`config.mk`:
```
export PLATFORM = sky130hd
export DESIGN_NAME = instr_loader
export DESIGN_NICKNAME = d
export VERILOG_FILES = /design/src/rtl/instr_loader_pkg.sv /design/src/rtl/word_assembler.sv /design/src/rtl/instr_loader.sv
export SDC_FILE = /design/constraint.sdc
export NUM_CORES = 1
export LEC_CHECK = 0
export BUFFER_PORTS_ARGS = -buffer_cell sky130_fd_sc_hd__buf_2
export CAP_MARGIN = 20
export CORE_MARGIN = 4
export CORE_UTILIZATION = 47
export CTS_BUF_LIST = sky130_fd_sc_hd__clkbuf_2
export CTS_CLUSTER_DIAMETER = 50
export DETAILED_ROUTE_END_ITERATION = 8
export HOLD_SLACK_MARGIN = 0.02
export PLACE_DENSITY_LB_ADDON = 0.15
export SLEW_MARGIN = 40
export SYNTH_ARGS = -nofsm -noshare
export SYNTH_HDL_FRONTEND = slang
export SYNTH_HIERARCHICAL = 1
export SYNTH_SLANG_ARGS = --single-unit
```
`constraint.sdc`:
```
create_clock -name clock -period 4 [get_ports clock]
set_clock_uncertainty 0.05 [all_clocks]
set_input_delay 0.4 -clock clock [delete_from_list [all_inputs] [get_ports clock]]
set_output_delay 0.4 -clock clock [all_outputs]
set_load 0.05 [all_outputs]
```
`src/rtl/instr_loader_pkg.sv`:
```
// Shared definitions for the instruction loader.
// Holds the loader FSM state encoding and the framing constants of the
// serial load protocol: a two-byte little-endian word count followed by
// four-byte little-endian instruction words.
package instr_loader_pkg;

  typedef enum logic [2:0] {
    ST_IDLE,
    ST_HDR,
    ST_DATA,
    ST_WRITE,
    ST_DONE,
    ST_ERR
  } state_t;

  localparam int HDR_BYTES      = 2;
  localparam int BYTES_PER_WORD = 4;

endpackage

```
`src/rtl/word_assembler.sv`:
```
// Packs accepted serial bytes into 32-bit little-endian words.
// Ports:
//   clock, reset : rising-edge clock, asynchronous active-high reset
//   clear        : discard any partial word (session start)
//   shift_en     : byte_in is accepted this cycle
//   byte_in      : serial byte
//   word_next    : word including the byte being accepted this cycle
//   word_full    : the byte accepted this cycle completes a word
module word_assembler
  import instr_loader_pkg::*;
(
  input  logic        clock,
  input  logic        reset,
  input  logic        clear,
  input  logic        shift_en,
  input  logic [7:0]  byte_in,
  output logic [31:0] word_next,
  output logic        word_full
);

  logic [1:0]  byte_cnt;
  logic [31:0] shreg;
  logic        unused_lsb;

  // New bytes enter at the top, so after four shifts the first byte sits
  // in bits 7:0. word_next exposes the completed word on the same edge the
  // last byte arrives, letting the loader register it without a bubble.
  assign word_next  = {byte_in, shreg[31:8]};
  assign word_full  = shift_en && (byte_cnt == 2'(BYTES_PER_WORD - 1));
  // The oldest byte falls off the bottom of the shift and is never read.
  assign unused_lsb = ^shreg[7:0];

  always_ff @(posedge clock or posedge reset) begin
    if (reset) begin
      byte_cnt <= 2'd0;
      shreg    <= 32'd0;
    end else if (clear) begin
      byte_cnt <= 2'd0;
      shreg    <= 32'd0;
    end else if (shift_en) begin
      shreg    <= word_next;
      byte_cnt <= byte_cnt + 2'd1;
    end
  end

endmodule

```
`src/rtl/instr_loader.sv`:
```
// Serial instruction loader: receives a length-prefixed byte stream,
// writes the assembled 32-bit words into instruction memory and then
// releases the processor (cpu_run) or flags an oversized image (load_error).
// Ports:
//   clock, reset         : rising-edge clock, asynchronous active-high reset
//   start                : one-cycle pulse beginning a load session
//   byte_in, byte_valid  : serial source; a byte moves when byte_ready is high
//   byte_ready           : loader will accept a byte this cycle
//   mem_we, mem_addr,
//   mem_wdata            : one-cycle write of a word at byte address index*4
//   cpu_run              : high after a successful load
//   load_error           : high after a rejected load
module instr_loader
  import instr_loader_pkg::*;
#(
  parameter int MEM_WORDS = 256
) (
  input  logic        clock,
  input  logic        reset,
  input  logic        start,
  input  logic [7:0]  byte_in,
  input  logic        byte_valid,
  output logic        byte_ready,
  output logic        mem_we,
  output logic [31:0] mem_addr,
  output logic [31:0] mem_wdata,
  output logic        cpu_run,
  output logic        load_error
);

  localparam logic [16:0] MAX_LEN = 17'(MEM_WORDS);

  state_t      state;
  logic [15:0] len;
  logic [15:0] index;
  logic [7:0]  len_lo;
  logic        hdr_cnt;
  logic [15:0] len_rx;
  logic        xfer;
  logic        asm_clear;
  logic        shift_en;
  logic        word_full;
  logic [31:0] word_next;

  assign xfer      = byte_valid && byte_ready;
  assign len_rx    = {byte_in, len_lo};
  assign asm_clear = start && (state == ST_IDLE || state == ST_DONE || state == ST_ERR);
  assign shift_en  = xfer && (state == ST_DATA);

  word_assembler u_word_assembler (
    .clock     (clock),
    .reset     (reset),
    .clear     (asm_clear),
    .shift_en  (shift_en),
    .byte_in   (byte_in),
    .word_next (word_next),
    .word_full (word_full)
  );

  // byte_ready is registered alongside each transition so it always
  // reflects the state being entered.
  always_ff @(posedge clock or posedge reset) begin
    if (reset) begin
      state      <= ST_IDLE;
      byte_ready <= 1'b0;
      mem_we     <= 1'b0;
      mem_addr   <= 32'd0;
      mem_wdata  <= 32'd0;
      cpu_run    <= 1'b0;
      load_error <= 1'b0;
      len        <= 16'd0;
      index      <= 16'd0;
      len_lo     <= 8'd0;
      hdr_cnt    <= 1'b0;
    end else begin
      mem_we <= 1'b0;
      case (state)
        ST_IDLE, ST_DONE, ST_ERR: begin
          if (start) begin
            state      <= ST_HDR;
            byte_ready <= 1'b1;
            index      <= 16'd0;
            hdr_cnt    <= 1'b0;
            cpu_run    <= 1'b0;
            load_error <= 1'b0;
          end else begin
            cpu_run    <= (state == ST_DONE);
            load_error <= (state == ST_ERR);
          end
        end
        ST_HDR: begin
          if (xfer) begin
            if (hdr_cnt == 1'(HDR_BYTES - 1)) begin
              len     <= len_rx;
              hdr_cnt <= 1'b0;
              if (len_rx == 16'd0) begin
                state      <= ST_DONE;
                byte_ready <= 1'b0;
              end else if ({1'b0, len_rx} > MAX_LEN) begin
                state      <= ST_ERR;
                byte_ready <= 1'b0;
              end else begin
                state <= ST_DATA;
              end
            end else begin
              len_lo  <= byte_in;
              hdr_cnt <= 1'b1;
            end
          end
        end
        ST_DATA: begin
          // Strobe and data are registered on the last byte's edge so the
          // write lands exactly one cycle later, during WRITE.
          if (word_full) begin
            state      <= ST_WRITE;
            byte_ready <= 1'b0;
            mem_we     <= 1'b1;
            mem_addr   <= {14'd0, index, 2'b00};
            mem_wdata  <= word_next;
          end
        end
        ST_WRITE: begin
          // index < len here, so the increment never wraps past 16 bits.
          index <= index + 16'd1;
          if (index + 16'd1 == len) begin
            state <= ST_DONE;
          end else begin
            state      <= ST_DATA;
            byte_ready <= 1'b1;
          end
        end
        default: begin
          state      <= ST_IDLE;
          byte_ready <= 1'b0;
        end
      endcase
    end
  end

endmodule
```
## After elaboration in Yosys (flattened, before gate mapping)

Cells that the tools add are included.

| operators by class | value |
|---|---|
| add/sub/neg operators | 2 |
| order comparisons | 1 |
| eq/ne operators | 13 |
| mux-type cells | 30 |
| bitwise operators | 1 |
| reductions and logical operators | 19 |

Operator list:

| kind | count |
|---|---|
| $mux 32 | 2 |
| $pmux 16 s2 | 1 |
| $mux 3 | 7 |
| $add 16x1->16 const B | 1 |
| $eq 16x16->1 | 1 |
| $gt 16x9->1 const B | 1 |
| $logic_not 16->1 | 1 |
| $mux 16 | 1 |
| $mux 1 | 14 |
| $pmux 3 s4 | 1 |
| $reduce_and 3->1 | 3 |
| $ne 2x2->1 const B | 4 |
| $eq 3x2->1 const B | 2 |
| $eq 3x3->1 const B | 2 |
| $reduce_and 6->1 | 1 |
| $reduce_bool 2->1 | 3 |
| $logic_and 1x1->1 | 4 |
| $mux 2 | 2 |
| $pmux 1 s4 | 1 |
| $reduce_and 2->1 | 2 |
| $reduce_and 4->1 | 1 |
| $eq 3x1->1 const B | 1 |
| $logic_not 3->1 | 1 |
| $ne 3x3->1 const B | 1 |
| 7 further kinds | 8 |

| word-level totals | value |
|---|---|
| register bits after elaboration | 130 |
| input port bits | 12 |
| output and inout port bits | 68 |
| logic and storage cells | 79 |

## Depth between registers and ports, before layout

| logic depth | value |
|---|---|
| depth in word-level cells | 6 |
| gate-level depth with buffers | 11 |
| depth with buffers taken out | 9 |

## Hierarchy

The synthesis kept the hierarchy.

By module, submodules not included:

| module | times used | cells an instance | area each (um2) | seq. area each (um2) |
|---|---|---|---|---|
| instr_loader | 1 | 391 | 4561.9 | 2402.3 |
| word_assembler | 1 | 95 | 1158.6 | 650.6 |

## Worst setup path after synthesis

Ideal clock, no wire load.

| path | value |
|---|---|
| kind | register to register |
| from | register byte_ready |
| to | register mem_addr[17] |
| library setup time | 0.125 ns |
| arrival time | 2.613 ns |
| required time | 3.825 ns |
| slack | 1.213 ns |
| cell stages (with the launch flop) | 11 |
| path buffers | 5 |
| clock period less this slack | 2.787 ns |
| path through | dfrtp_1 > nand2_1 > nor4_1 > buf_6 > buf_12 > and2_1 > and3_1 > clkbuf_1 > buf_2 > buf_2 > mux2_2 |

| on the way | value |
|---|---|
| word-level cells in the longest chain between the ends | 4 |

Ends and longest elaborated chain:

| item | RTL line | source |
|---|---|---|
| start: declaration | instr_loader.sv:23 | `output logic byte_ready,` |
| start signal: assignment | instr_loader.sv:65 | `byte_ready <= 1'b0;` |
| start signal: assignment | instr_loader.sv:81 | `byte_ready <= 1'b1;` |
| start signal: assignment | instr_loader.sv:98 | `byte_ready <= 1'b0;` |
| $logic_and 1x1->1 | instr_loader.sv:45 | `assign xfer = byte_valid && byte_ready;` |
| $logic_and 1x1->1 | instr_loader.sv:48 | `assign shift_en = xfer && (state == ST_DATA);` |
| via shift_en | instr_loader.sv:41 | `logic shift_en;` |
| $logic_and 1x1->1 | word_assembler.sv:29 | `assign word_full = shift_en && (byte_cnt == 2'(BYTES_PER_WORD - 1));` |
| via word_full | instr_loader.sv:42 | `logic word_full;` |
| $reduce_and 2->1 (no source line) | -- |  |
| end signal: assignment | instr_loader.sv:118 | `mem_addr <= {14'd0, index, 2'b00};` |
| end: declaration | instr_loader.sv:25 | `output logic [31:0] mem_addr,` |

The timed path passes the listed nets, and every way through them passes these cells.
A chain may end at the register's enable or synchronous reset.

## Final worst setup path

| path | value |
|---|---|
| from | register state[1] |
| to | register mem_wdata[28] |

| on the way | value |
|---|---|
| word-level cells in the longest chain between the ends | 4 |

Ends and longest elaborated chain:

| item | RTL line | source |
|---|---|---|
| start: declaration | instr_loader.sv:33 | `state_t state;` |
| start signal: assignment | instr_loader.sv:64 | `state <= ST_IDLE;` |
| start signal: assignment | instr_loader.sv:80 | `state <= ST_HDR;` |
| start signal: assignment | instr_loader.sv:97 | `state <= ST_DONE;` |
| $eq 3x2->1 | instr_loader.sv:48 |  |
| $logic_and 1x1->1 | instr_loader.sv:48 |  |
| via shift_en | instr_loader.sv:41 |  |
| $logic_and 1x1->1 | word_assembler.sv:29 |  |
| via word_full | instr_loader.sv:42 |  |
| $reduce_and 2->1 (no source line) | -- |  |
| end signal: assignment | instr_loader.sv:119 | `mem_wdata <= word_next;` |
| end: declaration | instr_loader.sv:26 | `output logic [31:0] mem_wdata,` |

The timed path passes the listed nets, and every way through them passes these cells.

==> results list <==
* Final routed DRC violation total: 0
- Synthesized area per cell: around 12 sq um
- Max H-tree Level: 4
* Net switching power of the design: roughly 900 uW
- Switching portion of total power: 32.4%
- Final hold violation count: 0
* Sequential cell area fraction in the yosys report: about 53%
- Count of different cell masters after synthesis: 54
* Power density over the cells: between 400 and 500 nW/um^2
- Uppermost signal routing layer after detailed routing: met4
- The flow ran to the end, and the final reports show no timing, DRC or antenna violations.
- Accumulated negative setup slack: 0 ns
- Path type of the worst setup path: reg -> reg
- Commonest non-fill, non-tap cells in the layout: 122 x sky130_fd_sc_hd__dfrtp_1, 72 x sky130_fd_sc_hd__mux2_2, 63 x sky130_fd_sc_hd__buf_2, 40 x sky130_fd_sc_hd__nor2_1, 30 x sky130_fd_sc_hd__o21ai_0
- Count of final setup violators: 0
* Input/output buffers: 63
- After synthesis, the share of flip-flops with an asynchronous set or reset is 100%.
- Yosys Warn Count: 6
- Summed over all nets, the half-perimeter wirelength after detailed placement is between 7000 and 8000 microns.
- The die is 118 microns wide.
- At the worst endpoint, the required time is between 4 and 5 ns.
* Most common flop cell mapped by yosys: sky130_fd_sc_hd__dfrtp_1
- For this block, wires on met1 add up to between 5000 and 6000 microns.
- Type of element capturing the critical path: flip-flop
- The first global-routing pass estimated roughly 20000 microns of wire.
- The share of total power dissipated in the clock network is about a quarter.
* Seq cells post-synth: roughly 120
- The floorplan step defined a die boundary enclosing 14000 sq um.
* TritonCTS clock tree: yes
- Register clock-pin slew on the reported worst setup and hold paths: 0.17 ns
- Internal power component: between 1500 and 2000 uW
- Vias in the first global route: about 4000
- Dividing the final minimum period by the clock period gives between 70% and 80%.
* Maximum number of pins on one net before global-route repair: 50
- Minimum setup slack in the final design: 1.10 ns
- Setup repair after global routing missed its margin: no
- Post-Route WL: 11800 microns
- Number of enable-type register cells in the synthesized netlist: 0
- The number of antenna diodes in the final layout is 0.
* Max transition margin: between 40% and 50%
- Leaving out fill and tap cells, the most frequent cell in the layout is sky130_fd_sc_hd__dfrtp_1.
* Slowest stage delay, CP: between 0.6 and 0.7 ns
- Share of layout cells above drive strength 1: approximately 33%
- Row Count: 40
* Cell-by-cell trace of the critical path: clkinv_1 > nor4_2 > and2_1 > and3_2 > buf_4 > mux2_2
* Worst min-delay path class: in -> reg
* Final critical-path required period: 2.90 ns
- 80 I/O pins were placed.
- In this run the worst path has a maximum fanout of 40.
* Count of max-cap constraint violations: 0
- The count of final max-slew check failures came to 0.
- Number of standard cells after synthesis: 486
* Gpl congestion: roughly 0.8
* Via count: between 3000 and 4000
* Post-placement setup slack: 1.20 ns
- Cell Area, Synth: ~5700 sq um
- TritonCTS buffer count: 17
- Cell at the slowest stage of the critical path: sky130_fd_sc_hd__dfrtp_1
- The share of total power dissipated in sequential elements is 53.9%.
- For the pin with the worst max-slew slack, the measured transition is 0.786 ns.
- Peak supply drop: just under 0.2 mV
- In this run the vertical extent of the chip is approximately 120 microns.
- Across every metal layer, demand over resource in global routing totals 17.9%.
- In the final design database the tool counted 561 nets.
* Post-route antenna net violation count: 0
* Grt ovf: 0
* Core footprint: approximately 12000 sq um
- The number of antenna violations at the first check in global routing is 0.
* Initial standard-cell utilization of the core: between 40% and 50%
* Met3 routed WL: about 570 microns
- After detailed routing, the average wire length per cell comes to around 17 microns.
- In this run, the combinational gates consume 22.4% of the power.
- Number of violations reported at the end of detailed-routing iteration 0: 182
- Max Buffers Root-to-Sink: 2
* CP arrival: between 3 and 4 ns
- The later pin in the worst-skew pair is clocked with a latency of approximately 0.66 ns.
- STA classifies the critical path startpoint as a flip-flop.
- Number of iterations in the first detailed-routing pass: 4
- Clock tree synthesis found a total of between 100 and 150 sinks.
- From synthesis to final layout, the design area changed by 9.80%.
- For this run, the top clock speed supported by timing is 0.345 GHz.
* Clock tree root buffer cell: sky130_fd_sc_hd__clkbuf_2
- Drt via density: 5.46
* Detail Route met2 WL: 5790 microns
- Leakage power of the design: around 0.0030 uW
routing by layer:
layer,GRT usage (%),vias up
li1,-,1801
met1,22.6,1933
met2,29.0,103
met3,5.26,18
met4,7.33,0
met5,0,-
layout make-up:
class / count / area [sq um]
clock buffer: 21 / 105
clock inverter: 10 / 78.8
fill: 1086 / 5680
inverter: 7 / 31.3
multi-input combinational: 320 / 2370
sequential: 122 / 3050
tap: 147 / 184
timing repair buffer: 79 / 460
synthesized netlist by cell type (3+ instances only):
cell	instances	area, sq um
sky130_fd_sc_hd__o21ai_0	30	150
sky130_fd_sc_hd__mux2i_1	25	250
sky130_fd_sc_hd__nor3_1	3	15.0
sky130_fd_sc_hd__a31oi_1	4	25.0
sky130_fd_sc_hd__clkbuf_1	13	48.8
sky130_fd_sc_hd__and3_1	5	31.3
sky130_fd_sc_hd__a21oi_1	9	45.0
sky130_fd_sc_hd__dfrtp_1	122	3050
sky130_fd_sc_hd__buf_2	5	25.0
sky130_fd_sc_hd__nand4_1	5	31.3
sky130_fd_sc_hd__mux2_2	72	811
sky130_fd_sc_hd__buf_4	28	210
sky130_fd_sc_hd__nor2_1	41	154
sky130_fd_sc_hd__o31ai_1	5	37.5
sky130_fd_sc_hd__inv_1	6	22.5
sky130_fd_sc_hd__xor2_1	6	52.6
sky130_fd_sc_hd__or3_1	4	25.0
sky130_fd_sc_hd__xnor2_1	18	158
sky130_fd_sc_hd__nand2_1	24	90.1
sky130_fd_sc_hd__nand3_1	9	45.0
sky130_fd_sc_hd__nor4_1	6	37.5
what timing repair did:
item	4_1_cts	5_1_grt
endpoints found under the setup margin	0	0
setup buffers	0	0
gates resized for setup	0	0
hold endpoints to repair	103	0
hold buffers	10	0
final timing paths:
| kind | start | endpoint | slack, ns | depth (start not counted) |
|---|---|---|---|---|
| worst min register to register | cpu_run$_DFFE_PP0N_ | cpu_run$_DFFE_PP0N_ | 0.46 | 2 |
| worst max-delay path | state[1]$_DFFE_PP0P_ | mem_wdata[28]$_DFFE_PP0P_ | 1.10 | 6 |
| max in group asynchronous | reset | mem_we$_DFF_PP0_ | 2.97 | 4 |
| min in group asynchronous | reset | mem_wdata[16]$_DFFE_PP0P_ | 0.22 | 3 |
| worst min-delay path | byte_valid | hdr_cnt$_DFFE_PP0P_ | 0.20 | 4 |
| worst max register to register | state[1]$_DFFE_PP0P_ | mem_wdata[28]$_DFFE_PP0P_ | 1.10 | 6 |
registers in the layout, summed over array words and instances (netlist names):
name                       cells
byte_ready                     1
cpu_run                        1
hdr_cnt                        1
index                         16
len                           16
len_lo                         8
load_error                     1
mem_addr                      16
mem_wdata                     32
mem_we                         1
state                          3
u_word_assembler/byte_cnt      2
u_word_assembler/shreg        24
worst max-delay path: cells and delay by family (launching register included):
family	cells	cell delay, ns
simple gates	3	0.88
buf+inv	2	0.82
mux	1	0.40
flops	1	0.61
power by group through the flow:
stage / clock [uW] / sequential (uW) / combinational [uW]
after detailed placement: 0 / 1520 / 617
after CTS: 682 / 1490 / 625
after floorplan: 0 / 1520 / 482
after global placement: 0 / 1510 / 594
after global routing: 739 / 1520 / 684
final: 655 / 1490 / 620
kinds of logic after synthesis:
group | share of synthesized area, %
buffers and inverters | 6.54
AND/OR/NAND/NOR | 10.6
adder cells (fa/ha/maj) | 0.437
AO/OA/AOI/OAI | 6.78
XOR/XNOR | 3.67
flip-flops | 53.4
other | 0.0656
multiplexers | 18.5
through the flow:
stage          util (%)  hold slack (ns)  power [uW]  area (sq um)  instances
2_1_floorplan         -            0.390        2000          5780        501
3_3_place_gp       50.0            0.412        2100          5980        665
3_5_place_dp       50.1            0.399        2130          6000        665
4_1_cts            52.5            0.126        2800          6280        706
5_1_grt            52.5            0.166        2940          6280        706
6_report           52.5            0.199        2770          6280        706
Note: power is estimated with default switching activity, not from simulation.
